--- src/rtl/mc_core_pkg.sv ---
// mc_core_pkg: opcodes, FSM state encoding and instruction field positions
// shared by the mc_core multicycle processor and its register file.
package mc_core_pkg;

    localparam logic [3:0] OP_LOAD  = 4'b0000;
    localparam logic [3:0] OP_STOP  = 4'b0001;
    localparam logic [3:0] OP_STORE = 4'b0010;
    localparam logic [3:0] OP_ADD   = 4'b0100;
    localparam logic [3:0] OP_BZ    = 4'b0101;
    localparam logic [3:0] OP_SUB   = 4'b0110;
    localparam logic [3:0] OP_ORI   = 4'b0111;
    localparam logic [3:0] OP_NAND  = 4'b1000;
    localparam logic [3:0] OP_BNZ   = 4'b1001;
    localparam logic [3:0] OP_BPZ   = 4'b1101;

    typedef enum logic [2:0] {
        S_FETCH  = 3'd0,
        S_DECODE = 3'd1,
        S_EXEC   = 3'd2,
        S_MEM    = 3'd3,
        S_WB     = 3'd4,
        S_HALT   = 3'd5
    } state_e;

    // Field layout: op in [3:0], Rb just above it, Ra above Rb, imm is everything above op.
    function automatic int rb_hi(input int reg_aw);
        return 3 + reg_aw;
    endfunction

    function automatic int ra_lo(input int reg_aw);
        return 4 + reg_aw;
    endfunction

    function automatic int ra_hi(input int reg_aw);
        return 3 + 2 * reg_aw;
    endfunction

endpackage

--- src/rtl/mc_regfile.sv ---
// mc_regfile: 2**REG_AW x DATA_W register file, two combinational read ports,
// a debug read port and one synchronous write port; async active-low reset.
module mc_regfile #(
    parameter int DATA_W = 8,
    parameter int REG_AW = 2
) (
    input  logic              i_clk,
    input  logic              i_rst_n,
    input  logic              i_we,
    input  logic [REG_AW-1:0] i_waddr,
    input  logic [DATA_W-1:0] i_wdata,
    input  logic [REG_AW-1:0] i_raddr_a,
    input  logic [REG_AW-1:0] i_raddr_b,
    input  logic [REG_AW-1:0] i_dbg_sel,
    output logic [DATA_W-1:0] o_rdata_a,
    output logic [DATA_W-1:0] o_rdata_b,
    output logic [DATA_W-1:0] o_dbg_data
);
    localparam int NREG = 2 ** REG_AW;

    logic [DATA_W-1:0] r_regs [NREG];

    always_ff @(posedge i_clk or negedge i_rst_n) begin
        if (!i_rst_n) begin
            for (int i = 0; i < NREG; i++) begin
                r_regs[i] <= '0;
            end
        end else if (i_we) begin
            r_regs[i_waddr] <= i_wdata;
        end
    end

    assign o_rdata_a  = r_regs[i_raddr_a];
    assign o_rdata_b  = r_regs[i_raddr_b];
    assign o_dbg_data = r_regs[i_dbg_sel];

endmodule

--- src/rtl/mc_core.sv ---
// mc_core: parametrised multicycle core with a req/ack single-port memory interface.
// Define MC_CORE_RETIRE_CNT_EN to build the 32-bit retired-instruction counter.
module mc_core
    import mc_core_pkg::*;
#(
    parameter int DATA_W = 8,
    parameter int REG_AW = 2
) (
    input  logic              CLOCK_50,
    input  logic              resetn,
    output logic              mem_req,
    output logic              mem_we,
    output logic [DATA_W-1:0] mem_addr,
    output logic [DATA_W-1:0] mem_wdata,
    input  logic [DATA_W-1:0] mem_rdata,
    input  logic              mem_ack,
    output logic [DATA_W-1:0] pc,
    output logic              flag_n,
    output logic              flag_z,
    output logic              halted,
    input  logic [REG_AW-1:0] dbg_sel,
    output logic [DATA_W-1:0] dbg_data,
    output logic [31:0]       retired,
    output logic [2:0]        dbg_state
);
    localparam int RB_HI = rb_hi(REG_AW);
    localparam int RA_LO = ra_lo(REG_AW);
    localparam int RA_HI = ra_hi(REG_AW);
    localparam logic [REG_AW-1:0] ORI_REG = REG_AW'(1);

    state_e            r_state, w_next;
    logic [DATA_W-1:0] r_pc, r_ir, r_a, r_b, r_aluout, r_mdr;
    logic              r_n, r_z;

    logic [3:0]        w_op;
    logic [REG_AW-1:0] w_ra, w_rb, w_sel_a;
    logic [DATA_W-1:0] w_imm_z, w_imm_s, w_rd_a, w_rd_b, w_alu, w_wb_data;
    logic              w_is_alu, w_is_branch, w_take, w_rf_we;

    assign w_op    = r_ir[3:0];
    assign w_rb    = r_ir[RB_HI:4];
    assign w_ra    = r_ir[RA_HI:RA_LO];
    assign w_imm_z = {4'b0000, r_ir[DATA_W-1:4]};
    assign w_imm_s = {{4{r_ir[DATA_W-1]}}, r_ir[DATA_W-1:4]};

    assign w_is_alu    = (w_op == OP_ADD) || (w_op == OP_SUB) || (w_op == OP_NAND) || (w_op == OP_ORI);
    assign w_is_branch = (w_op == OP_BZ) || (w_op == OP_BNZ) || (w_op == OP_BPZ);
    assign w_take      = ((w_op == OP_BZ) && r_z) || ((w_op == OP_BNZ) && !r_z) ||
                         ((w_op == OP_BPZ) && !r_n);

    // ORI reads and writes R1 no matter what the Ra bits hold.
    assign w_sel_a   = (w_op == OP_ORI) ? ORI_REG : w_ra;
    assign w_wb_data = (w_op == OP_LOAD) ? r_mdr : r_aluout;
    assign w_rf_we   = (r_state == S_WB);

    mc_regfile #(.DATA_W(DATA_W), .REG_AW(REG_AW)) u_regfile (
        .i_clk      (CLOCK_50),
        .i_rst_n    (resetn),
        .i_we       (w_rf_we),
        .i_waddr    (w_sel_a),
        .i_wdata    (w_wb_data),
        .i_raddr_a  (w_sel_a),
        .i_raddr_b  (w_rb),
        .i_dbg_sel  (dbg_sel),
        .o_rdata_a  (w_rd_a),
        .o_rdata_b  (w_rd_b),
        .o_dbg_data (dbg_data)
    );

    always_comb begin
        w_alu = '0;
        case (w_op)
            OP_ADD:  w_alu = r_a + r_b;
            OP_SUB:  w_alu = r_a - r_b;
            OP_NAND: w_alu = ~(r_a & r_b);
            OP_ORI:  w_alu = r_a | w_imm_z;
            default: w_alu = '0;
        endcase
    end

    always_comb begin
        w_next = r_state;
        case (r_state)
            S_FETCH:  if (mem_ack) w_next = S_DECODE;
            S_DECODE: begin
                if (w_is_alu || w_is_branch)                   w_next = S_EXEC;
                else if (w_op == OP_LOAD || w_op == OP_STORE) w_next = S_MEM;
                else if (w_op == OP_STOP)                      w_next = S_HALT;
                else                                           w_next = S_FETCH;
            end
            S_EXEC:   w_next = w_is_alu ? S_WB : S_FETCH;
            S_MEM:    if (mem_ack) w_next = (w_op == OP_LOAD) ? S_WB : S_FETCH;
            S_WB:     w_next = S_FETCH;
            S_HALT:   w_next = S_HALT;
            default:  w_next = S_FETCH;
        endcase
    end

    // Gating with resetn drops the request the instant reset asserts.
    always_comb begin
        mem_req   = 1'b0;
        mem_we    = 1'b0;
        mem_addr  = r_pc;
        mem_wdata = r_a;
        if (r_state == S_FETCH) begin
            mem_req = resetn;
        end else if (r_state == S_MEM) begin
            mem_req  = resetn;
            mem_we   = (w_op == OP_STORE);
            mem_addr = r_b;
        end
    end

    always_ff @(posedge CLOCK_50 or negedge resetn) begin
        if (!resetn) r_state <= S_FETCH;
        else         r_state <= w_next;
    end

    always_ff @(posedge CLOCK_50 or negedge resetn) begin
        if (!resetn) begin
            r_pc     <= '0;
            r_ir     <= '0;
            r_a      <= '0;
            r_b      <= '0;
            r_aluout <= '0;
            r_mdr    <= '0;
            r_n      <= 1'b0;
            r_z      <= 1'b0;
        end else begin
            case (r_state)
                S_FETCH: if (mem_ack) begin
                    r_ir <= mem_rdata;
                    r_pc <= r_pc + DATA_W'(1);
                end
                S_DECODE: begin
                    r_a <= w_rd_a;
                    r_b <= w_rd_b;
                end
                S_EXEC: begin
                    r_aluout <= w_alu;
                    if (w_is_branch && w_take) r_pc <= r_pc + w_imm_s;
                end
                S_MEM: if (mem_ack && (w_op == OP_LOAD)) r_mdr <= mem_rdata;
                S_WB: if (w_is_alu) begin
                    r_n <= w_wb_data[DATA_W-1];
                    r_z <= (w_wb_data == '0);
                end
                default: ;
            endcase
        end
    end

`ifdef MC_CORE_RETIRE_CNT_EN
    logic        w_retire;
    logic [31:0] r_retired;

    // An instruction retires when it leaves for FETCH, or when STOP enters HALT.
    assign w_retire = (r_state != S_FETCH) && (r_state != S_HALT) &&
                      ((w_next == S_FETCH) || (w_next == S_HALT));

    always_ff @(posedge CLOCK_50 or negedge resetn) begin
        if (!resetn)       r_retired <= '0;
        else if (w_retire) r_retired <= r_retired + 32'd1;
    end

    assign retired = r_retired;
`else
    assign retired = '0;
`endif

    assign pc        = r_pc;
    assign flag_n    = r_n;
    assign flag_z    = r_z;
    assign halted    = (r_state == S_HALT);
    assign dbg_state = r_state;

endmodule
--- config.mk ---
export PLATFORM = sky130hd
export DESIGN_NAME = mc_core
export DESIGN_NICKNAME = d
export VERILOG_FILES = /design/src/rtl/mc_core_pkg.sv /design/src/rtl/mc_regfile.sv /design/src/rtl/mc_core.sv
export SDC_FILE = /design/constraint.sdc
export NUM_CORES = 1
export LEC_CHECK = 0
export CAP_MARGIN = 20
export CORE_ASPECT_RATIO = 1.25
export CORE_MARGIN = 2
export CORE_UTILIZATION = 60
export CTS_BUF_LIST = sky130_fd_sc_hd__clkbuf_4
export DETAILED_ROUTE_END_ITERATION = 10
export PLACE_DENSITY = 0.88
export SYNTH_ARGS = -nofsm -noshare
export SYNTH_HDL_FRONTEND = slang
export SYNTH_HIERARCHICAL = 1
export SYNTH_SLANG_ARGS = --single-unit
--- constraint.sdc ---
create_clock -name CLOCK_50 -period 5.55 [get_ports CLOCK_50]
set_input_delay 1.11 -clock CLOCK_50 [delete_from_list [all_inputs] [get_ports CLOCK_50]]
set_output_delay 1.11 -clock CLOCK_50 [all_outputs]
set_load 0.02 [all_outputs]
==> metrics.cfg <==
[detailed_routing]
first_pass_iters = 5
drtIter0Drc = 315
wl_per_cell_um = 18.62
wl_mm = 12.07
vias_per_cell = 6.122
dr_total_vias = 3967
remaining_drc_errors = 0
drtAntennaViolNets = 0

[grt]
grt_max_degree = 63
antenna_found_initial = 0
grt_pass1_vias = 3819
grt_use_total_pct = 26.12
grt_overflow = 0
grt_pass1_wl_mm = 19.67

[hold_path]
whs_path_depth = 1
hold_path.class = register to register

[sta]
setup_violations = 0
rsz0062_at_grt = no
setup_tns_ns = 0
fmax_mhz = 237.6
fin_crit_sh_pct = 75.83
hold_viol = 0
finalCriticalPeriod_ns = 4.209
skew_ns = 0.02639
slew_violations = 0
fin_ws_ns = 1.341
tightest_slew_ns = 1.105
slew-limit-headroom_pct = 26.16

[synthesis]
avgSynthCellArea_sq_um = 11.44
ys_seq_area_share_pct = 38.83
synth_cell_types = 61
syn_area_sq_um = 5478
ys_warn_count = 6
async_flop_share_pct = 100.0
syn_inst = 479
ys_ff_latch = 85
synth_edf_count = 0
synth-main-ff-cell = dfrtp_1

[cts]
max-clock-path-buffers = 2
cts.repair.resized = 0
h-tree-depth = 3
cts_tree = done
cts_setup_buffers = 0
clock_sinks = 85
cts_buffers = 9
insertion_delay_ns = 0.44
cts_root_buffer = clkbuf_4
cts.clk_slew.worst_paths_ns = 0.14
holdBufCountCts = 0

[floorplanning]
rows = 39
die_area_sq_um = 9914
io_pins = 85
coreArea_sq_um = 9027
fp.dieH_um = 110.8
initial_core_util_pct = 60.68
fp.dieW_um = 89.46

[finish]
final_util_pct = 67.25
postLayoutCellArea_sq_um = 6071
synthToLayoutAreaGrowth_pct = 10.83
final_common_cell = dfrtp_1
layout_common_cells = dfrtp_1, mux2_2, clkdlybuf4s50_1
layout-drive-gt1-share_pct = 24.19
num_antenna_cells = 0
layout.nets = 552

[run_status]
status = finished, final reports clean

[setup_path]
end_kind = primary output
r2r-end = r_aluout[5]
critical_path_class = input port to primary output
worstRegToRegCells = 10
required_ns = 4.44
crit_path_end = dbg_data[7]
r2r-start = r_ir[2]
worstSetupStartpointType = input port
crit_fanout = 8
r2r_setup_slack_ns = 2.27
cp.arrival_ns = 3.10
critPathLaunch = dbg_sel[0]

[placement]
placed_cell_area_sq_um = 5908
post-place-ws_ns = 1.289
hpwl_mm = 8.788
portBuffers = 52
globalplace.congestion = 0.8835

[pwr]
p_per_area_nw_per_um2 = 613.3
leakage_nw = 2.621
vdd_drop_max_uv = 306.7
power.total_mw = 3.723

[flow_run]
maxCapViolCount = 0

## power breakdown
group          leakage (nW)  internal, mW  total, mW  switching [mW]
clock network        0.0745         0.176      0.380           0.204
registers              1.11         0.872       1.25           0.375
logic                  1.44          1.06       2.10            1.04
## final cells by class
type	instances	area, sq um
well taps	123	153.9
flip-flops and latches	85	2127
repair buffers	57	560.5
fillers	679	2957
multi-input cells	353	3027
clock buffers	9	67.56
clock inverters	6	78.83
inverters	15	56.30
## how the worst min path moves through the flow
stage	start	endpoint	slack (ns)
2_1_floorplan	r_mdr[7]	r_mdr[7]	0.48
3_3_place_gp	pc[7]	pc[7]	0.48
3_5_place_dp	pc[7]	pc[7]	0.47
4_1_cts	pc[7]	pc[7]	0.49
5_1_grt	pc[7]	pc[7]	0.51
6_report	pc[7]	pc[7]	0.49
## synth_stat cells (all sizes together), types with 6 or more instances
library cell,n,area (sq um)
inv,15,56.30
nor3b,7,80.08
mux4,24,540.5
buf,53,369.1
nor2b,7,43.79
nor2,16,60.06
dfrtp,85,2127
a31oi,7,50.05
xor2,7,61.31
nand2,32,120.1
o21ai,30,150.1
mux2,73,825.8
nand3b,6,52.55
xnor2,6,52.55
ha,16,200.2
nor3,10,50.05
a21oi,19,95.09
## through the flow
stage | std cells | hold WS, ns
after global placement | 630 | 0.4777
final | 648 | 0.4922
after detailed placement | 631 | 0.4737
after CTS | 646 | 0.4947
after global routing | 648 | 0.5106
after floorplan | 510 | 0.4809
## cells by family after synthesis
kind of cell / count (synthesis) / share of synthesized area [%]
AOI/OAI and AO/OA: 85 / 9.548
xor gates and xnor gates: 13 / 2.079
adders and majority gates: 18 / 4.386
buffers and inverters: 72 / 8.040
DFF: 85 / 38.83
muxes: 100 / 25.49
other: 1 / 0.06846
and+or+nand+nor: 105 / 11.56
## flip-flops by register name, summed over array words and instances (netlist names)
register,flops
u_regfile/r_regs,32
mem_wdata,8
pc,8
r_aluout,8
r_b,8
r_ir,8
r_mdr,8
dbg_state,3
flag_n,1
flag_z,1
## critical path: stages
cell,delay (ns)
clkdlybuf4s50_1,0.84
mux4_2,0.59
clkdlybuf4s50_1,0.55
## metal layers
layer	GRT usage [%]	vias up	routed length, um	part of all wire (%)
li1	-	1785	-	-
met1	34.44	1970	4793	40
met2	42.91	175	6099	51
met3	4.393	37	799	6.6
met4	9.652	0	373	3.1
met5	0	-	0	0
Power figures use the tool's default switching activity.
